===== src/rtl/motor_pkg.sv =====
// Shared types for the motor ramp channel: the sequencer state encoding
// and the H-bridge direction encoding.
package motor_pkg;

    // Sequencer states. IDLE means the output has settled on the target.
    typedef enum logic [1:0] {
        IDLE  = 2'd0,
        RAMP  = 2'd1,
        DEAD  = 2'd2,
        BRAKE = 2'd3
    } motor_state_e;

    // Direction encoding as seen by the H-bridge.
    localparam logic FWD = 1'b0;
    localparam logic REV = 1'b1;

endpackage


===== src/rtl/motor_ramp_divider.sv =====
// Free-running tick generator: one-cycle pulse every DIV clock cycles.
// The counter restarts from zero on reset so the tick phase is known.
module Divider #(
    parameter int DIV = 1000
) (
    input  logic clk,
    input  logic reset,
    output logic tick
);

    localparam int CW = (DIV > 1) ? $clog2(DIV) : 1;
    localparam logic [CW-1:0] LAST = CW'(DIV - 1);

    logic [CW-1:0] cnt;

    // Wrap-around counter; the tick is the terminal count.
    always_ff @(posedge clk) begin
        if (reset) begin
            cnt <= '0;
        end else if (cnt == LAST) begin
            cnt <= '0;
        end else begin
            cnt <= cnt + CW'(1);
        end
    end

    assign tick = (cnt == LAST);

endmodule


===== src/rtl/motor_ramp.sv =====
// Slew-rate limiter and direction sequencer in front of the PWM generator.
// Signed speed commands arrive on a valid/ready handshake; the duty output
// moves toward the commanded magnitude by STEP once per ramp tick, and a
// reversal is sequenced as ramp-down, dead time, direction flip, ramp-up.
//
// Handshake: a command transfers on a rising edge where cmd_valid and
// cmd_ready are both high. cmd_ready depends only on the state register
// (low during dead time), never on cmd_valid. A transferred command
// replaces the target at once; nothing is queued.
import motor_pkg::*;

module motor_ramp #(
    parameter int DUTY_W      = 10,
    parameter int STEP_DIV    = 1000,
    parameter int STEP        = 8,
    parameter int DEAD_CYCLES = 256
) (
    input  logic              clk,
    input  logic              reset,
    input  logic              cmd_valid,
    output logic              cmd_ready,
    input  logic [DUTY_W:0]   cmd_speed,
    input  logic              cmd_brake,
    output logic [DUTY_W-1:0] duty,
    output logic              dir,
    output logic              brake,
    output logic              at_target,
    output motor_state_e      fsm_state
);

    // Ramp arithmetic is one bit wider than duty so sums never wrap.
    localparam int W1   = DUTY_W + 1;
    localparam int DC_W = $clog2(DEAD_CYCLES + 1);

    localparam logic [W1-1:0]     STEP_X    = W1'(STEP);
    localparam logic [DC_W-1:0]   DEAD_LAST = DC_W'(DEAD_CYCLES - 1);
    localparam logic [DUTY_W-1:0] MAG_MAX   = {DUTY_W{1'b1}};

    motor_state_e state;
    motor_state_e state_next;

    // Target held between commands.
    logic [DUTY_W-1:0] tgt_mag;
    logic              tgt_dir;

    // Dead-time cycle counter.
    logic [DC_W-1:0] dead_cnt;

    // Next values of the registered datapath.
    logic [DUTY_W-1:0] duty_next;
    logic              dir_next;
    logic              brake_next;
    logic [DUTY_W-1:0] tgt_mag_next;
    logic              tgt_dir_next;
    logic [DC_W-1:0]   dead_cnt_next;

    // Command decode.
    logic              fire;
    logic              cmd_neg;
    logic [W1-1:0]     cmd_abs;
    logic [DUTY_W-1:0] cmd_mag;
    logic              cmd_dir;
    logic              cmd_same;

    // Ramp step results for the current duty and the held target.
    logic          tick;
    logic          ramp_tick;
    logic [W1-1:0] duty_x;
    logic [W1-1:0] tgt_x;
    logic [W1-1:0] step_duty;
    logic          step_settled;
    logic          step_zero_rev;
    logic          dead_done;

    Divider #(STEP_DIV) u_tick (
        .clk   (clk),
        .reset (reset),
        .tick  (tick)
    );

    assign fire      = cmd_valid && cmd_ready;
    assign ramp_tick = (state == RAMP) && tick;
    assign dead_done = (state == DEAD) && (dead_cnt == DEAD_LAST);
    assign fsm_state = state;

    // Decode the incoming command into magnitude and direction; the most
    // negative speed has no positive twin and saturates to full scale.
    always_comb begin
        cmd_neg  = cmd_speed[DUTY_W];
        cmd_abs  = cmd_neg ? (W1'(0) - cmd_speed) : cmd_speed;
        cmd_mag  = cmd_abs[DUTY_W] ? MAG_MAX : cmd_abs[DUTY_W-1:0];
        cmd_dir  = (cmd_speed == '0) ? dir : (cmd_neg ? REV : FWD);
        cmd_same = (cmd_mag == duty) && (cmd_dir == dir);
    end

    // One ramp step toward the held target; a pending reversal first
    // drives duty to zero, otherwise the step is clamped at the target.
    always_comb begin
        duty_x        = {1'b0, duty};
        tgt_x         = {1'b0, tgt_mag};
        step_duty     = duty_x;
        step_settled  = 1'b0;
        step_zero_rev = 1'b0;
        if (dir != tgt_dir) begin
            step_duty     = (duty_x > STEP_X) ? (duty_x - STEP_X) : '0;
            step_zero_rev = (step_duty == '0);
        end else if (duty_x < tgt_x) begin
            if ((tgt_x - duty_x) <= STEP_X) begin
                step_duty    = tgt_x;
                step_settled = 1'b1;
            end else begin
                step_duty = duty_x + STEP_X;
            end
        end else if (duty_x > tgt_x) begin
            if ((duty_x - tgt_x) <= STEP_X) begin
                step_duty    = tgt_x;
                step_settled = 1'b1;
            end else begin
                step_duty = duty_x - STEP_X;
            end
        end else begin
            step_settled = 1'b1;
        end
    end

    // State register.
    always_ff @(posedge clk) begin
        if (reset) begin
            state <= IDLE;
        end else begin
            state <= state_next;
        end
    end

    // Next-state decode: ramp/dead progress first, then an accepted
    // command overrides. A command landing on a ramp tick keeps RAMP so
    // the new target is evaluated on the following tick.
    always_comb begin
        state_next = state;
        case (state)
            RAMP: begin
                if (ramp_tick) begin
                    if (step_zero_rev) begin
                        state_next = DEAD;
                    end else if (step_settled) begin
                        state_next = IDLE;
                    end
                end
            end
            DEAD: begin
                if (dead_done) begin
                    state_next = (tgt_mag == '0) ? IDLE : RAMP;
                end
            end
            default: begin
            end
        endcase
        if (fire) begin
            if (cmd_brake) begin
                state_next = BRAKE;
            end else if (state == BRAKE) begin
                // Braked counts as stopped, but the bridge still needs dead time.
                state_next = (cmd_dir != dir) ? DEAD : RAMP;
            end else if (ramp_tick) begin
                state_next = RAMP;
            end else if (cmd_same) begin
                state_next = IDLE;
            end else begin
                state_next = RAMP;
            end
        end
    end

    // Handshake and status outputs, decoded from the state register only.
    always_comb begin
        cmd_ready = (state != DEAD);
        at_target = (state == IDLE);
    end

    // Datapath next values: step on ticks, count dead time, flip the
    // bridge at the end of dead time, and load targets from commands.
    always_comb begin
        duty_next     = duty;
        dir_next      = dir;
        brake_next    = brake;
        tgt_mag_next  = tgt_mag;
        tgt_dir_next  = tgt_dir;
        dead_cnt_next = dead_cnt;
        if (state == DEAD) begin
            if (dead_done) begin
                dir_next      = ~dir;
                dead_cnt_next = '0;
            end else begin
                dead_cnt_next = dead_cnt + DC_W'(1);
            end
        end
        if (ramp_tick) begin
            duty_next = step_duty[DUTY_W-1:0];
        end
        if (fire) begin
            if (cmd_brake) begin
                tgt_mag_next = '0;
                tgt_dir_next = dir;
                duty_next    = '0;
                brake_next   = 1'b1;
            end else begin
                tgt_mag_next  = cmd_mag;
                tgt_dir_next  = cmd_dir;
                brake_next    = 1'b0;
                dead_cnt_next = '0;
            end
        end
    end

    // Datapath registers.
    always_ff @(posedge clk) begin
        if (reset) begin
            duty     <= '0;
            dir      <= FWD;
            brake    <= 1'b0;
            tgt_mag  <= '0;
            tgt_dir  <= FWD;
            dead_cnt <= '0;
        end else begin
            duty     <= duty_next;
            dir      <= dir_next;
            brake    <= brake_next;
            tgt_mag  <= tgt_mag_next;
            tgt_dir  <= tgt_dir_next;
            dead_cnt <= dead_cnt_next;
        end
    end

endmodule


===== config.mk =====
export PLATFORM = sky130hd
export DESIGN_NAME = motor_ramp
export DESIGN_NICKNAME = d
export VERILOG_FILES = /design/src/rtl/motor_pkg.sv /design/src/rtl/motor_ramp_divider.sv /design/src/rtl/motor_ramp.sv
export SDC_FILE = /design/constraint.sdc
export NUM_CORES = 1
export LEC_CHECK = 0
export BUFFER_PORTS_ARGS = -buffer_cell sky130_fd_sc_hd__buf_2
export CAP_MARGIN = 30
export CELL_PAD_IN_SITES_DETAIL_PLACEMENT = 0
export CELL_PAD_IN_SITES_GLOBAL_PLACEMENT = 1
export CORE_MARGIN = 2
export CORE_UTILIZATION = 45
export CTS_CLUSTER_SIZE = 28
export DETAILED_ROUTE_END_ITERATION = 10
export GPL_TIMING_DRIVEN = 0
export PLACE_DENSITY = 0.84
export SLEW_MARGIN = 20
export SYNTH_ARGS = -nofsm -noshare
export SYNTH_HDL_FRONTEND = slang
export SYNTH_SLANG_ARGS = --single-unit

===== constraint.sdc =====
create_clock -name clk -period 4.5 [get_ports clk]
set_input_delay 0.45 -clock clk [delete_from_list [all_inputs] [get_ports clk]]
set_output_delay 0.45 -clock clk [all_outputs]
set_load 0.02 [all_outputs]

==> key figures <==
Synth
  • Async S/R FF share, synth: 0%
  • Cell Area, Synth: 3900 µm²
  • Main synth FF type: dfxtp_1
  • Post-Syn Instances: 541
  • Sequential area share after synthesis: 22.6%
  • Synth warnings: 0
  • Top cell type's share of synthesized area: 22.6%
  • Avg Inst Size Synth: 7.22 µm²
  • #FFs+latches synth: 44
  • Post-synth net total: 581
  • Synth cell types: 68
  • Area leader, netlist: dfxtp_1
  • Post-synth EDFFs: 0
  • Largest cells by area after synthesis: dfxtp_1, ha_1, nor2_1

Detailed routing
  • Vias/cell: 5.92
  • Detailed Route WL: 11200 µm
  • Pre-antenna DRT Iters: 5
  • Residual DRC: 0
  • Total vias in the final route: 4031
  • Antenna Nets Post-Route: 0
  • Detail-routed net length per standard cell: 16.4 µm
  • First DRT Iteration DRCs: 288

Finish
  • Antenna cell count: 0
  • Finished layout cell area: 4300 µm²
  • Most frequent cells in the layout: nor2_1, a21oi_1, dfxtp_1
  • Area Overhead vs Synth: 10.1%
  • Layout cell share with drive strength beyond 1: 10.2%
  • Final #Nets: 615
  • Commonest non-fill, non-tap cell in the layout: nor2_1
  • Number of fill cells in the layout: 845

STA
  • Total negative slack: 0 ns
  • FMAX: 236 MHz
  • Skew final: 0.00747 ns
  • Max-slew violation count: 0
  • Unrepaired setup endpoints after global routing: false
  • Tightest Pin Transition: 0.865 ns
  • Final hold violations: 0
  • Final setup fails: 0
  • Fin crit period: 4.23 ns
  • Final worst-path cycle share: 94.1%
  • Slew HR: 41.9%

Critical path
  • Largest stage delay, worst path: 0.47 ns
  • CP max FO: 10
  • Worst path cell trace: clkbuf_1 > clkinv_1 > ha_1 > buf_2 > and3_1 > a221oi_1 > mux2_2 > and3_1 > a32oi_2 > nand2_1 > a31oi_1 > a22o_1
  • FF-to-FF path depth: 12
  • Worst flop-to-flop path startpoint: duty[5]$_SDFF_PP0_
  • CP max-delay cell: ha_1
  • Most used cell, CP: and3_1
  • CP Data Arrival Time: 4.47 ns
  • Reg2reg end: duty[2]$_SDFF_PP0_
  • Crit start category: flip-flop
  • Crit path buffers/inverters: 3
  • CP Capture Type: flip-flop
  • Crit path kind: reg -> reg
  • Flop-to-flop setup slack: 0.27 ns
  • Largest delay contributor family on the critical path: compound AO/OA/AOI/OAI gates
  • Worst Setup SP: duty[5]$_SDFF_PP0_
  • Crit path required time: 4.74 ns

Hold path
  • WHS Path Cells: 2
  • Worst min path class: reg -> reg
  • HP Start: brake$_SDFFE_PP0P_
  • Min-Delay Endpoint: brake$_SDFFE_PP0P_

Place
  • Final GP Congestion: 0.945
  • Post-Place Cell Area: 4170 µm²
  • Port Buffers: 26
  • HPWL after DPL: 8840 µm

GRT
  • Initial antenna violation count: 0
  • GRT Total Usage: 23.4%
  • Vias in the first global route: 3702
  • Congestion Overflow GR: 0
  • Largest net degree at the start of global routing: 15
  • First-pass GRT wire length: 18300 µm

Power
  • Pwr dens: 256 nW/µm²
  • Pleak: 0.00170 µW
  • Peak supply drop: 0.000120 V
  • Total Power: 1100 µW

Clock network
  • H-tree depth: 2
  • Hold_buf cts: 0
  • Cts repair resizes: 0
  • Max clock buf depth: 2
  • Clk sink count: 44
  • Reg clk slew, reported paths: 0.08 ns
  • Num CTS Buffers: 5
  • CTS tree: built
  • CTS root buf: clkbuf_8
  • Post-CTS Setup Repair Bufs: 0
  • Worst-Skew Late Latency: 0.30 ns

Floorplanning
  • Die height: 97.1 µm
  • Die area: 9440 µm²
  • Core Area: 8300 µm²
  • Num rows: 33
  • Ports: 31
  • Die Wd: 97.1 µm
  • Initial core utilization: 47.0%

Job
  • Max-Cap Viols: 0

Outcome
  • Outcome: completed
## how the worst max path moves through the flow
stage	cells after the start	to	slack, ns
floorplan	12	fsm_state[0]$_SDFFE_PP0P_	1.03
global placement	12	duty[2]$_SDFF_PP0_	0.46
detailed placement	12	duty[2]$_SDFF_PP0_	0.39
CTS	12	duty[2]$_SDFF_PP0_	0.36
global route	12	duty[2]$_SDFF_PP0_	0.02
finish	12	duty[2]$_SDFF_PP0_	0.27
## routing by layer
metal / part of all wire, % / track usage (%)
met2: 45 / 36.9
met1: 47 / 33.3
met4: 1.2 / 6.93
met3: 5.9 / 2.81
met5: 0 / 0
## registers in the layout, summed over array words and instances, names as in the netlist
| signal | flops |
|---|---|
| duty | 10 |
| brake | 1 |
| dead_cnt | 9 |
| dir | 1 |
| tgt_dir | 1 |
| tgt_mag | 10 |
| u_tick.cnt | 10 |
| fsm_state | 2 |
## layout make-up
type,instances,area [µm²],area share (%)
multi-input combinational,441,2800,65.2
sequential,44,881,20.5
timing repair buffer,27,135,3.15
tap,105,131,3.06
inverter,33,124,2.88
buffer,23,103,2.39
clock buffer,6,82.6,1.92
clock inverter,2,38.8,0.903
## cell families (layout without fill, tap and decap cells)
kind of cell	Yosys count	in the layout	synth area share [%]
AO/OA/AOI/OAI	151	151	25.2
buffers and inverters	56	91	5.80
XOR/XNOR	39	39	8.75
AND/OR/NAND/NOR	223	223	28.8
adder cells (fa/ha/maj)	25	25	8.01
flip-flops	44	44	22.6
multiplexers	3	3	0.833
## worst min-delay path: stages (launching register included)
cell and delay, ns:
dfxtp_1 0.32, nand2_1 0.05, a21oi_1 0.05
## metrics by stage
stage	util, %	hold slack, ns	instances	worst slack, ns
2_1_floorplan	-	0.430	541	1.03
3_3_place_gp	50.2	0.447	672	0.458
3_5_place_dp	50.2	0.447	673	0.387
4_1_cts	51.7	0.461	681	0.361
5_1_grt	51.8	0.490	681	0.0201
6_report	51.8	0.459	681	0.267
## cells in the mapped netlist (12+ instances only)
master	count
nor3_1	18
nand2_1	40
clkbuf_1	17
a21oi_1	44
xor2_1	12
ha_1	25
nand4_1	12
xnor2_1	27
o21ai_0	34
nand3_1	17
nor2_1	75
inv_1	30
dfxtp_1	44
## power breakdown
group	internal, µW	switching, µW
Clock	182	138
Sequential	402	18.1
Combinational	137	225
Total	720	381
(Power assumes the default switching activity.)
